$ cat src/rtl/gpio_regblock_pkg.sv
`default_nettype none
// ============================================================================
// Module   : gpio_regblock_pkg
// Brief    : Register addresses, default ID values and edge-select encoding
//            shared by the GPIO register block.
// Revision : 1.0 - initial release
// ============================================================================
package gpio_regblock_pkg;

    localparam logic [2:0] ADDR_NAME     = 3'd0;
    localparam logic [2:0] ADDR_VERSION  = 3'd1;
    localparam logic [2:0] ADDR_OE       = 3'd2;
    localparam logic [2:0] ADDR_PIN      = 3'd3;
    localparam logic [2:0] ADDR_DOUT     = 3'd4;
    localparam logic [2:0] ADDR_IRQ_MASK = 3'd5;
    localparam logic [2:0] ADDR_IRQ_EDGE = 3'd6;
    localparam logic [2:0] ADDR_IRQ_STAT = 3'd7;

    localparam logic [31:0] DEFAULT_CHIP_NAME    = 32'h48524a44;
    localparam logic [31:0] DEFAULT_CHIP_VERSION = 32'h00000002;

    localparam logic EDGE_RISE = 1'b0;
    localparam logic EDGE_FALL = 1'b1;

    // Expand 4 byte enables into a 32-bit per-bit write mask.
    function automatic logic [31:0] byte_mask(input logic [3:0] be);
        logic [31:0] m;
        m = '0;
        for (int k = 0; k < 4; k++) begin
            m[8*k +: 8] = {8{be[k]}};
        end
        return m;
    endfunction

endpackage : gpio_regblock_pkg
`default_nettype wire

$ cat src/rtl/gpio_sync_edge.sv
`default_nettype none
// ============================================================================
// Module   : gpio_sync_edge
// Brief    : Multi-stage pad synchroniser with rise/fall detection, gated by
//            an arm counter so pins already high at reset release are ignored.
// Revision : 1.0 - initial release
// ============================================================================
module gpio_sync_edge #(
    parameter int GPIO_WIDTH  = 16,
    parameter int SYNC_STAGES = 2
) (
    input  logic                  clk,
    input  logic                  reset,
    input  logic [GPIO_WIDTH-1:0] gpio_i,
    output logic [GPIO_WIDTH-1:0] sync_pin_o,
    output logic [GPIO_WIDTH-1:0] rise_o,
    output logic [GPIO_WIDTH-1:0] fall_o
);

    localparam int                 c_CNT_W   = $clog2(SYNC_STAGES + 2);
    localparam logic [c_CNT_W-1:0] c_ARM_CNT = c_CNT_W'(SYNC_STAGES + 1);

    logic [SYNC_STAGES-1:0][GPIO_WIDTH-1:0] sync_q;
    logic [GPIO_WIDTH-1:0]                  prev_q;
    logic [c_CNT_W-1:0]                     arm_cnt_q;
    logic [c_CNT_W-1:0]                     arm_cnt_d;
    logic                                   w_armed;

    assign w_armed   = (arm_cnt_q == c_ARM_CNT);
    assign arm_cnt_d = w_armed ? arm_cnt_q : arm_cnt_q + 1'b1;

    always_ff @(posedge clk) begin
        if (reset) begin
            sync_q    <= '0;
            prev_q    <= '0;
            arm_cnt_q <= '0;
        end else begin
            sync_q[0] <= gpio_i;
            for (int s = 1; s < SYNC_STAGES; s++) begin
                sync_q[s] <= sync_q[s-1];
            end
            prev_q    <= sync_q[SYNC_STAGES-1];
            arm_cnt_q <= arm_cnt_d;
        end
    end

    assign sync_pin_o = sync_q[SYNC_STAGES-1];
    assign rise_o     = {GPIO_WIDTH{w_armed}} &  sync_pin_o & ~prev_q;
    assign fall_o     = {GPIO_WIDTH{w_armed}} & ~sync_pin_o &  prev_q;

endmodule : gpio_sync_edge
`default_nettype wire

$ cat src/rtl/gpio_regblock.sv
`default_nettype none
// ============================================================================
// Module   : gpio_regblock
// Brief    : Memory-mapped GPIO control/status registers with registered
//            reads, synchronised pin sampling and W1C edge interrupts.
// Revision : 1.0 - initial release
// ============================================================================
module gpio_regblock
    import gpio_regblock_pkg::*;
#(
    parameter int          GPIO_WIDTH   = 16,
    parameter int          SYNC_STAGES  = 2,
    parameter logic [31:0] CHIP_NAME    = DEFAULT_CHIP_NAME,
    parameter logic [31:0] CHIP_VERSION = DEFAULT_CHIP_VERSION
) (
    input  logic                  clk,
    input  logic                  reset,
    input  logic                  req,
    input  logic                  r_wn,
    input  logic [4:2]            addr,
    input  logic [3:0]            wben,
    input  logic [31:0]           wdata,
    output logic [31:0]           rdata,
    output logic                  rvalid,
    input  logic [GPIO_WIDTH-1:0] gpio_in,
    output logic [GPIO_WIDTH-1:0] gpio_out,
    output logic [GPIO_WIDTH-1:0] gpio_oe,
    output logic                  irq
);

    logic [GPIO_WIDTH-1:0] oe_q,   oe_d;
    logic [GPIO_WIDTH-1:0] dout_q, dout_d;
    logic [GPIO_WIDTH-1:0] mask_q, mask_d;
    logic [GPIO_WIDTH-1:0] edge_q, edge_d;
    logic [GPIO_WIDTH-1:0] stat_q, stat_d;
    logic                  irq_q,  irq_d;
    logic [31:0]           rdata_q, rdata_d;
    logic                  rvalid_q, rvalid_d;

    logic [GPIO_WIDTH-1:0] w_sync_pin, w_rise, w_fall, w_set, w_clr;
    logic [GPIO_WIDTH-1:0] w_wmask, w_wval;
    logic [31:0]           w_be_bits;
    logic                  w_wr, w_rd;

    gpio_sync_edge #(
        .GPIO_WIDTH  (GPIO_WIDTH),
        .SYNC_STAGES (SYNC_STAGES)
    ) u_sync_edge (
        .clk        (clk),
        .reset      (reset),
        .gpio_i     (gpio_in),
        .sync_pin_o (w_sync_pin),
        .rise_o     (w_rise),
        .fall_o     (w_fall)
    );

    generate
        for (genvar i = 0; i < GPIO_WIDTH; i++) begin : g_edge_sel
            assign w_set[i] = (edge_q[i] == EDGE_FALL) ? w_fall[i] : w_rise[i];
        end
    endgenerate

    assign w_wr      = req & ~r_wn;
    assign w_rd      = req &  r_wn;
    assign w_be_bits = byte_mask(wben);
    assign w_wmask   = w_be_bits[GPIO_WIDTH-1:0];
    assign w_wval    = wdata[GPIO_WIDTH-1:0];

    // Lanes above the pin count are architecturally dropped.
    generate
        if (GPIO_WIDTH < 32) begin : g_unused
            logic w_unused;
            assign w_unused = ^{wdata[31:GPIO_WIDTH], w_be_bits[31:GPIO_WIDTH]};
        end
    endgenerate

    always_comb begin
        oe_d     = oe_q;
        dout_d   = dout_q;
        mask_d   = mask_q;
        edge_d   = edge_q;
        w_clr    = '0;
        rdata_d  = rdata_q;
        rvalid_d = w_rd;
        if (w_wr) begin
            case (addr)
                ADDR_OE:       oe_d   = (oe_q   & ~w_wmask) | (w_wval & w_wmask);
                ADDR_DOUT:     dout_d = (dout_q & ~w_wmask) | (w_wval & w_wmask);
                ADDR_IRQ_MASK: mask_d = (mask_q & ~w_wmask) | (w_wval & w_wmask);
                ADDR_IRQ_EDGE: edge_d = (edge_q & ~w_wmask) | (w_wval & w_wmask);
                ADDR_IRQ_STAT: w_clr  = w_wval & w_wmask;
                default:       ;
            endcase
        end
        // A fresh edge in the same cycle as its clear keeps the bit set.
        stat_d = (stat_q & ~w_clr) | w_set;
        irq_d  = |(stat_q & mask_q);
        if (w_rd) begin
            case (addr)
                ADDR_NAME:     rdata_d = CHIP_NAME;
                ADDR_VERSION:  rdata_d = CHIP_VERSION;
                ADDR_OE:       rdata_d = 32'(oe_q);
                ADDR_PIN:      rdata_d = 32'(w_sync_pin);
                ADDR_DOUT:     rdata_d = 32'(dout_q);
                ADDR_IRQ_MASK: rdata_d = 32'(mask_q);
                ADDR_IRQ_EDGE: rdata_d = 32'(edge_q);
                ADDR_IRQ_STAT: rdata_d = 32'(stat_q);
                default:       rdata_d = '0;
            endcase
        end
    end

    always_ff @(posedge clk) begin
        if (reset) begin
            oe_q     <= '0;
            dout_q   <= '0;
            mask_q   <= '0;
            edge_q   <= '0;
            stat_q   <= '0;
            irq_q    <= 1'b0;
            rdata_q  <= '0;
            rvalid_q <= 1'b0;
        end else begin
            oe_q     <= oe_d;
            dout_q   <= dout_d;
            mask_q   <= mask_d;
            edge_q   <= edge_d;
            stat_q   <= stat_d;
            irq_q    <= irq_d;
            rdata_q  <= rdata_d;
            rvalid_q <= rvalid_d;
        end
    end

    assign rdata    = rdata_q;
    assign rvalid   = rvalid_q;
    assign gpio_out = dout_q;
    assign gpio_oe  = oe_q;
    assign irq      = irq_q;

endmodule : gpio_regblock
`default_nettype wire
$ cat config.mk
export PLATFORM = sky130hd
export DESIGN_NAME = gpio_regblock
export DESIGN_NICKNAME = d
export VERILOG_FILES = /design/src/rtl/gpio_regblock_pkg.sv /design/src/rtl/gpio_sync_edge.sv /design/src/rtl/gpio_regblock.sv
export SDC_FILE = /design/constraint.sdc
export NUM_CORES = 1
export LEC_CHECK = 0
export BUFFER_PORTS_ARGS = -buffer_cell sky130_fd_sc_hd__buf_2
export CORE_MARGIN = 4
export CORE_UTILIZATION = 40
export DETAILED_ROUTE_END_ITERATION = 7
export GPL_TIMING_DRIVEN = 0
export HOLD_SLACK_MARGIN = 0.03
export PLACE_DENSITY = 0.6
export SLEW_MARGIN = 20
export SYNTH_ARGS = -nofsm -noshare
export SYNTH_HDL_FRONTEND = slang
export SYNTH_HIERARCHICAL = 1
export SYNTH_SLANG_ARGS = --single-unit
$ cat constraint.sdc
create_clock -name clk -period 1.31 [get_ports clk]
set_input_delay 0.1965 -clock clk [delete_from_list [all_inputs] [get_ports clk]]
set_output_delay 0.1965 -clock clk [all_outputs]
set_load 0.02 [all_outputs]
==> summary.md <==
| Metric | Value |
|---|---|
| GR Util met2 | `32.8%` |
| Die ar. | `18,400 µm²` |
| Die H | `136 µm` |
| Most used DFF post-synth | `dfxtp_1` |
| Util after Layout | `51.5%` |
| Total routed wirelength | `19,000 µm` |
| Finish-stage setup viols | `12` |
| Commonest non-fill, non-tap cell in the layout | `dfxtp_1` |
| Ys Warns | `6` |
| Final hold violations | `0` |
| P&R area growth vs syn | `25.9%` |
| CP arrival | `1670 ps` |
| Combinational family with the most area after synthesis | `simple AND/OR/NAND/NOR gates` |
| Max-slew headroom | `58.9%` |
| CP Launch Point | `u_sync_edge/sync_pin_o[0]$_SDFF_PP0_` |
| Grt met3 use | `4.23%` |
| Status | `finished with violations` |
| Filler cells | `1,494` |
| Row Count | `46` |
| Total Power | `10.1 mW` |
| Crit end category | `register` |
| Static Leak | `3.50 nW` |
| R2R Path Start | `u_sync_edge/sync_pin_o[0]$_SDFF_PP0_` |
| First-pass GRT wire length | `29,100 µm` |
| Kind of critical path | `register to register` |
| Slew @ Worst Pin | `616 ps` |
| Number of buffers created by CTS | `17` |
| Final nets | `897` |
| Register bit count reported by yosys | `149` |
| CP max FO | `4` |
| Worst vdd ir | `0.937 mV` |
| Antenna-violating nets left | `0` |
| Shortest period the worst path allows | `1390 ps` |
| Synthesized-area fraction occupied by adder cells | `0.192%` |
| Hold Path Class | `input pin to register` |
| Final Worst Setup Slack | `-75.3 ps` |
| Min-delay src | `reset` |
| Sequential element share of the synthesized area | `45.8%` |
| DP HPWL | `14,500 µm` |
| Synth cell types | `42` |
| H-tree level count | `4` |
| Mapped cell area | `6520 µm²` |
| RSZ-0062 raised after global routing | `true` |
| PD cells | `1230 nW/µm²` |
| Setup slack at placement | `-624 ps` |
| Asr flop ratio synth | `0%` |
| Via count | `5,429` |
| DIE WIDTH | `136 µm` |
| Max Root-Sink Buffers | `2` |
| # IOs | `125` |
| GR peak layer | `met2` |
| Final Max Tran Viols | `0` |
| Failing checks | `setup timing` |
| Clock tree from TritonCTS | `built` |
| GRT Util Overall | `20.7%` |
| Placer Congestion | `0.920` |
| Root Buffer | `clkbuf_16` |
| Part of the cycle the worst path needs | `106%` |
| Post-synth EDFFs | `0` |
| Post-synthesis simple-gate area fraction | `16.9%` |
| Synthesized area per cell | `9.39 µm²` |
| GR Util met1 | `27.7%` |
| Drt first pass iters | `5` |
| Required @ worst endpoint | `1600 ps` |
| Mapped Cells | `694` |
| Number of remaining DRC errors | `0` |
| Synth Area in Compound Gates | `14.3%` |
| Max Cap Violations | `0` |
| Core ar. | `15,900 µm²` |
| Max Clk Rate | `0.722 GHz` |
| # port buffers | `93` |
| Starting density of the core | `40.9%` |
| Global route total overflow | `0` |
| Pin count of the biggest net entering global routing | `17` |
| Post-synthesis mux area share | `14.2%` |
| Clk sinks | `149` |
| Startpoint types | `register` |
| Most frequent cells in the layout | `130 x dfxtp_1, 105 x buf_2, 69 x mux2i_1` |
| Share of layout cells above drive strength 1 | `27.5%` |
| Vias in the first global route | `5,059` |
| Antenna fix cells | `0` |
| Initial antenna violation count | `0` |
| 1st-iter DRT viols | `337` |
| Via density | `5.10` |
| XOR/XNOR Fraction of Synth Area | `0.134%` |
| Average wire per standard cell | `17.9 µm` |
| Max Clock Skew | `7.98 ps` |
| Clk Latency, worst-skew pair | `420 ps` |
| Clk pin slew, worst setup/hold paths | `60 ps` |
[repair_timing]
item | in CTS | in global routing
buffers inserted | 3 | 6
hold buffers | 16 | 0
pin swaps | 2 | 8
endpoints found under the setup margin | 34 | 64
endpoints found under the hold margin | 16 | 0
resized for setup | 11 | 45
[where the power goes]
part	leakage (nW)	switching [mW]	total, mW	internal, mW
clock network	0.257	1.76	4.38	2.62
registers	1.22	0.0786	4.73	4.66
logic	2.02	0.574	0.984	0.411
total	3.50	2.42	10.1	7.69
[metal layers]
metal | routed length (µm) | share of wire (%)
met5 | 0 | 0
met4 | 469 | 2.5
met3 | 1300 | 6.8
met2 | 8770 | 46
met1 | 8500 | 45
[worst paths after layout]
path / to / slack [ps] / cells past startpoint
max: rdata[0]$_SDFFE_PP0P_ / -80 / 5
min: u_sync_edge/sync_pin_o[13]$_SDFF_PP0_ / 50 / 2
max reg2reg: rdata[0]$_SDFFE_PP0P_ / -80 / 5
min reg2reg: u_sync_edge/sync_pin_o[13]$_SDFF_PP0_ / 430 / 1
[Yosys cell counts (4+ instances only)]
library cell | number | area [µm²]
mux2i_1 | 69 | 691
clkbuf_1 | 20 | 75.1
a22oi_1 | 7 | 52.6
buf_2 | 13 | 65.1
a21oi_1 | 58 | 290
and3b_1 | 16 | 140
inv_1 | 18 | 67.6
o31ai_1 | 16 | 120
nand2_1 | 58 | 218
nor2_1 | 71 | 267
o21ai_0 | 45 | 225
o2bb2ai_1 | 8 | 70.1
buf_6 | 6 | 67.6
buf_4 | 35 | 263
nor2b_1 | 52 | 325
mux4_2 | 7 | 158
dfxtp_1 | 149 | 2980
a221oi_1 | 4 | 35.0
[worst max-delay path: stages, from the launching register on]
cell and delay, ps:
dfxtp_2 330, buf_6 110, mux4_2 460, o2bb2ai_2 140, a22oi_1 160, nor2_1 60
[stage by stage]
| step | instances | instance area [µm²] | hold slack, ps | TNS [ps] |
|---|---|---|---|---|
| after floorplan | 704 | 6580 | 325 | -1440 |
| after global placement | 1013 | 7310 | 411 | -34140 |
| after detailed placement | 1013 | 7310 | 410 | -36070 |
| after CTS | 1061 | 8060 | 56.0 | -592 |
| after global routing | 1064 | 8210 | 62.4 | -1440 |
| final | 1064 | 8210 | 53.0 | -354 |
[kinds of logic after synthesis]
logic type	after synthesis
buf+inv	95
simple gates	213
compound gates	155
flops	149
fa+ha+maj	1
xor+xnor	1
other cells	1
mux	79
[cell type report]
class,count,area [µm²],share of cell area (%)
multi-input combinational,460,3130,38.2
sequential,149,3010,36.7
timing repair buffer,118,718,8.75
buffer,73,492,5.99
clock buffer,24,462,5.63
tap,216,270,3.29
inverter,18,67.6,0.823
clock inverter,6,55.1,0.671
No activity file was read; power rests on OpenSTA's default activity.
